===== config.mk =====
export PLATFORM = sky130hd
export DESIGN_NAME = diff_backprop_drain
export DESIGN_NICKNAME = d
export VERILOG_FILES = /design/src/rtl/diff_backprop_drain.sv
export SDC_FILE = /design/constraint.sdc
export NUM_CORES = 1
export LEC_CHECK = 0
export BUFFER_PORTS_ARGS = -buffer_cell sky130_fd_sc_hd__buf_2
export CORE_MARGIN = 2
export CORE_UTILIZATION = 48
export CTS_CLUSTER_DIAMETER = 50
export CTS_CLUSTER_SIZE = 28
export DETAILED_ROUTE_END_ITERATION = 8
export PLACE_DENSITY = 0.81
export REMOVE_ABC_BUFFERS = 1
export SYNTH_ARGS = -nofsm -noshare
export SYNTH_HDL_FRONTEND = slang
export SYNTH_SLANG_ARGS = --single-unit

===== constraint.sdc =====
create_clock -name clk -period 4.2 [get_ports clk]
set_input_delay 0.42 -clock clk [delete_from_list [all_inputs] [get_ports clk]]
set_output_delay 0.42 -clock clk [all_outputs]
set_load 0.02 [all_outputs]

===== src/rtl/diff_backprop_drain.sv =====
// rtl/diff_backprop_drain.sv - Accepts a registered diff/backprop bundle and serializes diff_to_all one lane per cycle.
module diff_backprop_drain #(
    parameter int size      = 3,
    parameter int data_size = 16
) (
    input  logic                        clk,
    input  logic                        reset,
    input  logic                        in_valid,
    output logic                        in_ready,
    input  logic [31:0]                 w_layer_index,
    input  logic [31:0]                 w_row_index,
    input  logic                        backprop_cost,
    input  logic [size*data_size-1:0]   diff_to_all,
    input  logic [31:0]                 dense_type,
    input  logic                        is_update,
    output logic                        out_valid,
    input  logic                        out_ready,
    output logic [31:0]                 out_layer_index,
    output logic [31:0]                 out_row_index,
    output logic [31:0]                 out_col_index,
    output logic [data_size-1:0]        out_diff,
    output logic                        out_backprop_cost,
    output logic [31:0]                 out_dense_type,
    output logic                        out_last,
    output logic [31:0]                 drop_count
);

    localparam int cw = (size > 1) ? $clog2(size) : 1;
    localparam logic [cw-1:0] last_col = cw'(size - 1);

    typedef enum logic {IDLE, SEND} state_t;

    state_t               state;
    logic [cw-1:0]        col;
    logic [data_size-1:0] lanes [size];
    logic                 at_last;
    logic                 accept;

    assign at_last = (col == last_col);

    // The last lane being taken frees the block, so in_ready follows out_ready then.
    always_comb begin
        in_ready = 1'b0;
        if (!reset) begin
            case (state)
                IDLE:    in_ready = 1'b1;
                SEND:    in_ready = out_ready && at_last;
                default: in_ready = 1'b0;
            endcase
        end
    end

    assign accept        = in_valid && in_ready;
    assign out_col_index = {{(32-cw){1'b0}}, col};
    assign out_diff      = lanes[col];
    assign out_last      = out_valid && at_last;

    always_ff @(posedge clk) begin
        if (reset) begin
            state             <= IDLE;
            col               <= '0;
            out_valid         <= 1'b0;
            out_layer_index   <= '0;
            out_row_index     <= '0;
            out_backprop_cost <= 1'b0;
            out_dense_type    <= '0;
            drop_count        <= '0;
            for (int i = 0; i < size; i++) lanes[i] <= '0;
        end else begin
            if (state == SEND && out_ready) begin
                if (!at_last) begin
                    col <= col + 1'b1;
                end else begin
                    state     <= IDLE;
                    out_valid <= 1'b0;
                end
            end
            if (accept) begin
                if (is_update) begin
                    state             <= SEND;
                    out_valid         <= 1'b1;
                    col               <= '0;
                    out_layer_index   <= w_layer_index;
                    out_row_index     <= w_row_index;
                    out_backprop_cost <= backprop_cost;
                    out_dense_type    <= dense_type;
                    for (int i = 0; i < size; i++)
                        lanes[i] <= diff_to_all[i*data_size +: data_size];
                end else begin
                    drop_count <= drop_count + 32'd1;
                end
            end
        end
    end

endmodule


==> flow_summary.json <==
{
  "status": "finished clean",
  "cell_internal_pwr_mw": 2.89,
  "fin_nets": 1237,
  "r2r-end": "out_layer_index[7]",
  "drv_cap": 0,
  "stdcell_area_um2": 9630,
  "netlist-cell-type-count": 37,
  "max_freq_mhz": 361,
  "worstSetupStartpointType": "flop",
  "crit_family": "compound AO/OA/AOI/OAI gates",
  "routabilityCongestion": 0.801,
  "hold_viol": 0,
  "clk_path_buf_depth": 2,
  "pre_cts_ws_ps": 1700,
  "worstPathArrival_ps": 2350,
  "period_needed_ps": 2770,
  "r2r-start": "col[0]",
  "grt_use_met1": 0.273,
  "powerDensity_nw_per_um2": 398,
  "yosys.area.top_type_share": 0.352,
  "p_seq_frac": 0.497,
  "port_buffers": 299,
  "synth.area.top_cells": "dfxtp_1 35%, edfxtp_1 19%, nand2_1 11%",
  "end_kind": "output port",
  "async_reset_ff_frac": 0,
  "grt_pass1_wl_um": 29000,
  "vias_per_cell": 5.03,
  "grt_usage": 0.219,
  "postLayoutCoreUtil": 0.629,
  "hp-class": "input port to flop",
  "p_sw_mw": 0.940,
  "clk_pin_slew_ps": 70,
  "crit_slowest_cell": "a21boi_1",
  "areaGrowthSynthToFinish_pct": 27.3,
  "synthCells": 818,
  "final_antenna_net_count": 0,
  "post_cts_buffers": 0,
  "p_leak_nw": 4.40,
  "clock_latency_ps": 420,
  "whs_path_depth": 3,
  "crit_type": "flop to output port",
  "skew_ps": 9.39,
  "hold_buffers": 0,
  "crit_chain": "buf_4 > inv_1 > ha_1 > a21boi_1 > nor2_1 > buf_2",
  "synth_ff_type": "dfxtp_1",
  "h-tree-depth": 4,
  "critPathMaxStageDelay_ps": 660,
  "start_util": 0.494,
  "hold_path_end": "out_dense_type[14]",
  "hold_ws_ps": 176,
  "setup_slack_ps": 1430,
  "dp_hpwl_um": 13000,
  "worstHoldStart": "dense_type[14]",
  "coreArea_um2": 15300,
  "p_clk_frac": 0.404,
  "ff2ff_path_depth": 8,
  "grt_max_degree": 102,
  "syn_area_um2": 7560,
  "numCtsBuffers": 17,
  "p_comb_frac": 0.099,
  "synth_seq_cells": 181,
  "worstMarginPinSlew_ps": 1030,
  "drc": 0,
  "avgSynthCellArea_um2": 9.25,
  "r2r_slack_ps": 1690,
  "slew_headroom": 0.312,
  "irDropWorstVdd_mv": 0.248,
  "layout.cells.most_common": "buf_2",
  "num_rows": 45,
  "ys_seq_area_frac": 0.543,
  "die_area_um2": 16800,
  "synth_area_leader_cell": "dfxtp_1",
  "synth_edf_count": 48,
  "ys_warn_count": 0,
  "drt-total-wl_um": 19200,
  "rsz0062_at_grt": "no",
  "cts_resized": 0,
  "die_w_um": 130,
  "grt.overflow.total": 0,
  "drt_iter0_drc": 394,
  "cp.buffers_inverters": 3,
  "vias": 6584,
  "antenna_found_initial": 0,
  "globalRouteMet3Util": 0.0681,
  "clock_sinks": 181,
  "slew_viol_final": 0,
  "wl_per_cell_um": 14.6,
  "globalRouteMet2Util": 0.362,
  "layout-drive-gt1-share": 0.313,
  "power_switching_share": 0.246,
  "dpl_cell_area_um2": 9040,
  "path_max_fanout": 19,
  "layout_common_cells": "298 x buf_2, 224 x nand2_1, 133 x dfxtp_1",
  "cts-root-buf": "clkbuf_16",
  "die_h_um": 130,
  "cts_tree": "done",
  "first_pass_iters": 5,
  "setup_viol": 0,
  "ios": 330,
  "grt_busiest_layer": "met2",
  "grt_pass1_vias": 5864,
  "cp.required_ps": 3780,
  "timing.final.crit_share": 0.659
}
[routing by layer]
metal / wire length [µm] / share of wire / vias up
met2: 9280 / 0.48 / 268
met1: 7950 / 0.41 / 3033
met5: 0 / 0 / -
li1: - / - / 3257
met4: 296 / 0.015 / 0
met3: 1640 / 0.085 / 26
[registers in the layout, indices dropped and copies added (netlist names)]
register,count
lanes,48
out_valid,1
drop_count,32
out_row_index,32
out_dense_type,32
state,1
out_layer_index,32
col,2
out_backprop_cost,1
[final cells by class]
class	count	area, µm²
fill	1336	5690
clock inverter	8	61.3
tap	211	264
multi-input combinational	575	3100
antenna	1	2.50
sequential	181	4100
timing repair buffer	305	1560
clock buffer	24	523
inverter	4	15.0
[worst max path at each step]
stage / from / to / slack, ps / cells after the start
after global routing: col[0] / in_ready / 1300 / 6
after floorplan: col[0] / lanes[0][0] / -1320 / 5
final: col[0] / in_ready / 1430 / 6
after global placement: col[0] / out_layer_index[8] / 1730 / 8
after detailed placement: col[0] / out_row_index[23] / 1700 / 8
after CTS: col[0] / in_ready / 1470 / 6
[power groups by stage]
stage / logic [mW] / registers (mW) / clock network (mW)
global placement: 0.377 / 1.94 / 0
global route: 0.416 / 1.91 / 1.65
detailed placement: 0.380 / 1.94 / 0
CTS: 0.382 / 1.90 / 1.57
finish: 0.379 / 1.90 / 1.55
floorplan: 0.146 / 1.99 / 0
[per-stage QoR]
stage	TNS (ps)	std cells	total power [mW]
after CTS	0	1308	3.86
after global placement	0	1276	2.31
after floorplan	-65700	760	2.14
after detailed placement	0	1276	2.32
final	0	1309	3.83
after global routing	0	1308	3.97
[worst reg2reg max path, stage by stage, from the launching register on]
cell	delay (ps)
dfxtp_1	300
buf_4	310
inv_1	110
ha_1	250
a21bo_2	260
nand3_4	90
buf_4	730
nand2_1	210
a21oi_1	180
[kinds of logic after synthesis]
| group | count (synthesis) | share of synthesized area |
|---|---|---|
| muxes | 17 | 0.0225 |
| buffers and inverters | 91 | 0.0645 |
| adders and majority gates | 3 | 0.00496 |
| AOI/OAI and AO/OA | 103 | 0.0753 |
| other | 1 | 0.000496 |
| and+or+nand+nor | 415 | 0.282 |
| DFF | 181 | 0.543 |
| xor gates and xnor gates | 7 | 0.00810 |
[Yosys cell counts, types with 2 or more instances]
cell,instances
buf_6,4
a21oi_1,61
inv_1,4
edfxtp_1,48
and2_1,51
mux2i_1,17
xnor2_1,7
dfxtp_1,133
o21ai_0,22
nor3_1,2
nand3_1,11
or3_1,6
clkbuf_2,2
o31ai_1,17
nand3b_1,65
nand2_1,224
nor2_1,10
and3_1,2
nand2b_1,2
nand4_1,9
nor4_1,3
clkbuf_1,44
buf_4,30
or4_1,20
buf_1,6
ha_1,3
nor4b_1,2
and4_1,4
Power figures use the tool's default switching activity.
